<file path="src/rtl/pipe_ctrl.sv">
// pipe_ctrl: 5-stage pipeline sequencer (stall/flush arbitration, EX multi-cycle timing,
// stall-cycle counter). Define PIPE_TIMEOUT_EN to build the MEM bus-timeout trap.
module pipe_ctrl #(
   parameter int          CNT_W    = 6,
   parameter int          TIMEOUT  = 64,
   parameter logic [31:0] TRAP_VEC = 32'h0000_0020
) (
   input  logic             clk,
   input  logic             rst,
   input  logic             stallreq_id,
   input  logic             ex_mc_start,
   input  logic [CNT_W-1:0] ex_mc_len,
   output logic             ex_mc_done,
   input  logic             mem_req,
   input  logic             mem_ack,
   input  logic             flush_req,
   input  logic [31:0]      flush_pc,
   output logic [5:0]       stall,
   output logic             flush,
   output logic [31:0]      new_pc,
   output logic             bus_timeout,
   output logic [31:0]      stall_cycles
);

   typedef enum logic [0:0] {ST_IDLE = 1'b0, ST_EX_WAIT = 1'b1} state_e;

   localparam logic [5:0]  STALL_NONE = 6'b000000;
   localparam logic [5:0]  STALL_ID   = 6'b000111;
   localparam logic [5:0]  STALL_EX   = 6'b001111;
   localparam logic [5:0]  STALL_MEM  = 6'b011111;
   localparam logic [31:0] SC_MAX     = 32'hFFFF_FFFF;

   if (TIMEOUT < 2) begin : g_timeout_range
      $error("pipe_ctrl: TIMEOUT must be at least 2");
   end

   state_e           state_r;
   state_e           state_nxt_s;
   logic [CNT_W-1:0] cnt_r;
   logic [CNT_W-1:0] cnt_nxt_s;
   logic [31:0]      stall_cycles_r;
   logic             mem_stall_s;
   logic             timeout_s;
   logic             flush_s;
   logic             ex_stall_s;
   logic             done_s;
   logic [5:0]       stall_s;
   logic [31:0]      new_pc_s;

   assign mem_stall_s = mem_req & ~mem_ack;
   assign flush_s     = flush_req | timeout_s;

`ifdef PIPE_TIMEOUT_EN
   logic [31:0] to_cnt_r;
   logic        to_pend_r;
   logic        mem_run_s;

   // A flush cycle is not a granted MEM stall, so it breaks the run.
   assign mem_run_s = mem_stall_s & ~flush_s;

   // Count consecutive MEM stall cycles and arm the trap for the following cycle.
   always_ff @(posedge clk or negedge rst) begin
      if (!rst) begin
         to_cnt_r  <= 32'd0;
         to_pend_r <= 1'b0;
      end else begin
         to_pend_r <= mem_run_s && (to_cnt_r == 32'(TIMEOUT - 1));
         if (mem_run_s) begin
            to_cnt_r <= to_cnt_r + 32'd1;
         end else begin
            to_cnt_r <= 32'd0;
         end
      end
   end

   assign timeout_s = to_pend_r;
`else
   assign timeout_s = 1'b0;
`endif

   // FSM state and EX occupancy counter.
   always_ff @(posedge clk or negedge rst) begin
      if (!rst) begin
         state_r <= ST_IDLE;
         cnt_r   <= {CNT_W{1'b0}};
      end else begin
         state_r <= state_nxt_s;
         cnt_r   <= cnt_nxt_s;
      end
   end

   // EX multi-cycle sequencing; a MEM stall freezes the countdown and withholds done.
   always_comb begin
      state_nxt_s = state_r;
      cnt_nxt_s   = cnt_r;
      ex_stall_s  = 1'b0;
      done_s      = 1'b0;
      if (flush_s) begin
         state_nxt_s = ST_IDLE;
         cnt_nxt_s   = {CNT_W{1'b0}};
      end else begin
         case (state_r)
            ST_IDLE: begin
               if (ex_mc_start) begin
                  if (ex_mc_len >= CNT_W'(2)) begin
                     ex_stall_s  = 1'b1;
                     cnt_nxt_s   = ex_mc_len - CNT_W'(2);
                     state_nxt_s = ST_EX_WAIT;
                  end else begin
                     done_s = 1'b1;
                  end
               end else begin
                  done_s = 1'b0;
               end
            end
            ST_EX_WAIT: begin
               if (mem_stall_s) begin
                  ex_stall_s = 1'b1;
               end else if (cnt_r != {CNT_W{1'b0}}) begin
                  ex_stall_s = 1'b1;
                  cnt_nxt_s  = cnt_r - CNT_W'(1);
               end else begin
                  done_s      = 1'b1;
                  state_nxt_s = ST_IDLE;
               end
            end
            default: begin
               state_nxt_s = ST_IDLE;
               cnt_nxt_s   = {CNT_W{1'b0}};
            end
         endcase
      end
   end

   // Stall/flush priority: flush, then MEM, EX, ID; everything quiet while in reset.
   always_comb begin
      stall_s  = STALL_NONE;
      new_pc_s = 32'd0;
      if (!rst) begin
         stall_s = STALL_NONE;
      end else if (flush_req) begin
         new_pc_s = flush_pc;
      end else if (timeout_s) begin
         new_pc_s = TRAP_VEC;
      end else if (mem_stall_s) begin
         stall_s = STALL_MEM;
      end else if (ex_stall_s) begin
         stall_s = STALL_EX;
      end else if (stallreq_id) begin
         stall_s = STALL_ID;
      end else begin
         stall_s = STALL_NONE;
      end
   end

   // Saturating count of cycles in which the PC is held.
   always_ff @(posedge clk or negedge rst) begin
      if (!rst) begin
         stall_cycles_r <= 32'd0;
      end else if (stall_s[0] && (stall_cycles_r != SC_MAX)) begin
         stall_cycles_r <= stall_cycles_r + 32'd1;
      end else begin
         stall_cycles_r <= stall_cycles_r;
      end
   end

   assign stall        = stall_s;
   assign new_pc       = new_pc_s;
   assign flush        = rst & flush_s;
   assign ex_mc_done   = rst & done_s;
   assign bus_timeout  = timeout_s;
   assign stall_cycles = stall_cycles_r;

endmodule

</file>
<file path="config.mk">
export PLATFORM = sky130hd
export DESIGN_NAME = pipe_ctrl
export DESIGN_NICKNAME = d
export VERILOG_FILES = /design/src/rtl/pipe_ctrl.sv
export SDC_FILE = /design/constraint.sdc
export NUM_CORES = 1
export LEC_CHECK = 0
export BUFFER_PORTS_ARGS = -buffer_cell sky130_fd_sc_hd__buf_2
export CELL_PAD_IN_SITES_DETAIL_PLACEMENT = 1
export CELL_PAD_IN_SITES_GLOBAL_PLACEMENT = 2
export CORE_AREA = 3 3 82 123
export DETAILED_ROUTE_END_ITERATION = 12
export DIE_AREA = 0 0 85 126
export GPL_TIMING_DRIVEN = 0
export PLACE_DENSITY = 0.93
export SLEW_MARGIN = 0
export SYNTH_ARGS = -nofsm -noshare
export SYNTH_HDL_FRONTEND = slang
export SYNTH_SLANG_ARGS = --single-unit
</file>
<file path="constraint.sdc">
create_clock -name clk -period 4.3 [get_ports clk]
set_clock_uncertainty 0.2 [all_clocks]
set_input_delay 0.43 -clock clk [delete_from_list [all_inputs] [get_ports clk]]
set_output_delay 0.43 -clock clk [all_outputs]
set_load 0.05 [all_outputs]
</file>
==> summary.md <==
| Metric | Value |
|---|---|
| Drt total wl | 8150 microns |
| Routed len/inst | 16.0 microns |
| Number of flops mapped to enable cells by yosys | 0 |
| Starting density of the core | 27.6% |
| Initial antenna violation count | 0 |
| Worst EP arrival | 2.66 ns |
| Port-buffer cells | 115 |
| Post-Syn Area | 2540 sq um |
| Max Cap Viol | 0 |
| Core box area | 9200 sq um |
| Post-CTS Hold Buffers | 0 |
| Via count | 2564 |
| H-tree depth | 2 |
| Pwr Density | 348 nW/um^2 |
| Leading post-synthesis cells by cell area | dfrtp_1, and3_1, xnor2_1, nand3_1, nand4_1 |
| Worst setup EP type | output pin |
| Layout cell share with drive strength beyond 1 | 36.9% |
| Vias per std cell | 5.03 |
| Mapped Cells | 274 |
| Number of distinct library cells after synthesis | 51 |
| CP Launch Type | flop |
| Fin crit share | 76.5% |
| Final net count | 446 |
| Sequential share of the synthesized area | 38.4% |
| RSZ-0062 raised after global routing | no |
| Largest net degree at the start of global routing | 48 |
| Top cell type's share of synthesized area | 38.4% |
| First-pass GRT wire length | 13700 microns |
| Synth async-reset ratio | 100% |
| Core Util, Final | 37.0% |
| Post-DP HPWL | 6560 microns |
| Vias in the first global route | 2785 |
| Antenna diodes | 0 |
| Remaining antenna violation count | 0 |
| Setup Fix Bufs, Post-CTS | 0 |
| R2r setup slk | 1.66 ns |
| Seq cells post-synth | 39 |
| Most common cell after layout, fill and taps aside | buf_2 |
| Top cell type by total area after synthesis | dfrtp_1 |
| Commonest cells after routing, fill and taps aside | buf_2, and3_1, dfrtp_1 |
| Top FF cell, synth | dfrtp_1 |
| Worst-Margin Slew | 1.01 ns |
| DRC violations left | 0 |
| Final hold vios | 0 |
| GRT Total Usage | 15.6% |
| # rows | 43 |
| Initial DRC Count | 30 |
| Final setup fails | 0 |
| Total negative setup slack | 0 ns |
| CTS Sinks | 39 |
| Post-Place Worst Slack | 0.921 ns |
| Die ar. | 10700 sq um |
| Critical path type | reg -> out |
| Worst EP required | 3.67 ns |
| Total grt overflow | 0 |
| Achievable clock frequency | 304 MHz |
| Die W | 85 microns |
| HP Class | in -> async |
| CTS tree | yes |
| Setup WS post-layout | 1.01 ns |
| Root Buffer | clkbuf_16 |
| Fin crit period | 3.29 ns |
| Static leakage | 1.77 nW |
| Avg Synthesized Cell Area | 9.28 sq um |
| Status | finished clean |
| Num CTS Buffers | 5 |
| Post-CTS Resized | 0 |
| Area growth, synth to finish | 33.7% |
| Die height | 126 microns |
| Relative max-transition margin | 32.7% |
| Max-slew violations | 0 |
| Clock Latency Late Sink | 0.28 ns |
| Clock Path Buffers | 2 |
| I/O pins | 118 |
| Total power | 0.00118 W |
| Initial DRT Pass Iterations | 4 |
| Clock-pin slew on the worst setup and hold paths | 0.06 ns |
| Peak VDD IR | 138 uV |
| Worst Path Max Fanout | 12 |
| Synth warn | 0 |
| Gpl congestion | 0.830 |
==> path summary, 6_finish.rpt <==
| path | startpoint | endpoint | cells after the start |
|---|---|---|---|
| setup / recovery | cnt_r[0]$_DFFE_PN0P_ | stall[1] | 8 |
| hold / removal | rst | state_r$_DFF_PN0_ | 1 |
| setup reg to reg | cnt_r[0]$_DFFE_PN0P_ | cnt_r[5]$_DFFE_PN0P_ | 7 |
| hold reg to reg | stall_cycles[9]$_DFFE_PN0P_ | stall_cycles[9]$_DFFE_PN0P_ | 1 |
| max in group asynchronous | rst | stall_cycles[0]$_DFFE_PN0P_ | 1 |
| min in group clk | stall_cycles[9]$_DFFE_PN0P_ | stall_cycles[9]$_DFFE_PN0P_ | 1 |
==> synth_stat cells (3+ instances only) <==
cell / number
a21oi_1: 7
a22oi_1: 3
a31oi_1: 3
and2_1: 4
and3_1: 39
buf_4: 5
clkbuf_1: 9
dfrtp_1: 39
ha_1: 4
inv_1: 5
nand2_1: 20
nand2b_1: 3
nand3_1: 18
nand4_1: 14
nor2_1: 12
nor2b_1: 4
nor4_1: 4
o211ai_1: 3
o21ai_0: 5
xnor2_1: 25
xor2_1: 6
==> layer usage <==
metal | track usage [%] | vias up | wire (microns)
li1 | - | 1229 | -
met1 | 15.9 | 1236 | 2950
met2 | 30.6 | 84 | 4550
met3 | 2.88 | 15 | 469
met4 | 5.41 | 0 | 187
met5 | 0 | - | 0
==> through the flow <==
stage               instances  cell area [sq um]  hold slack (ns)
floorplan                 275               2550          -0.0656
finish                    510               3400            0.125
global route              510               3400            0.219
detailed placement        502               3260            0.302
global placement          502               3260            0.279
CTS                       510               3400            0.183
==> critical path, cell delays in order, from the launching register on <==
cell and delay [ns]:
dfrtp_1 0.42, inv_1 0.10, ha_1 0.15, or3b_4 0.41, a2111oi_4 0.48, a21oi_1 0.21
buf_2 0.24, buf_4 0.15, buf_2 0.20
==> registers in the layout, summed over array words and instances (netlist names) <==
register,count
stall_cycles,32
cnt_r,6
state_r,1
==> power breakdown <==
part	switching [W]	internal [W]	leakage (nW)	total, W
Sequential	0.0000426	0.000399	0.530	0.000442
Clock	0.000140	0.000214	0.0679	0.000355
Combinational	0.000266	0.000119	1.17	0.000385
Total	0.000449	0.000733	1.77	0.00118
==> layout make-up <==
type | instances | area, sq um
plain buffers | 16 | 81.3
inverters | 5 | 18.8
repair buffers | 115 | 576
fillers | 1141 | 5800
clock buffers | 7 | 133
well taps | 112 | 140
flip-flops and latches | 39 | 976
clock inverters | 1 | 5.00
multi-input cells | 215 | 1470
==> kinds of logic (layout without fill, tap and decap cells) <==
group | Yosys count | after routing | share of synthesized area (%)
DFF | 39 | 39 | 38.4
adders and majority gates | 4 | 4 | 1.97
and+or+nand+nor | 140 | 140 | 32.1
muxes | 5 | 5 | 2.26
buffers and inverters | 21 | 144 | 3.93
AOI/OAI and AO/OA | 33 | 33 | 10.5
xor gates and xnor gates | 31 | 31 | 10.7
other | 1 | 2 | 0.147
No activity file was read; power rests on OpenSTA's default activity.
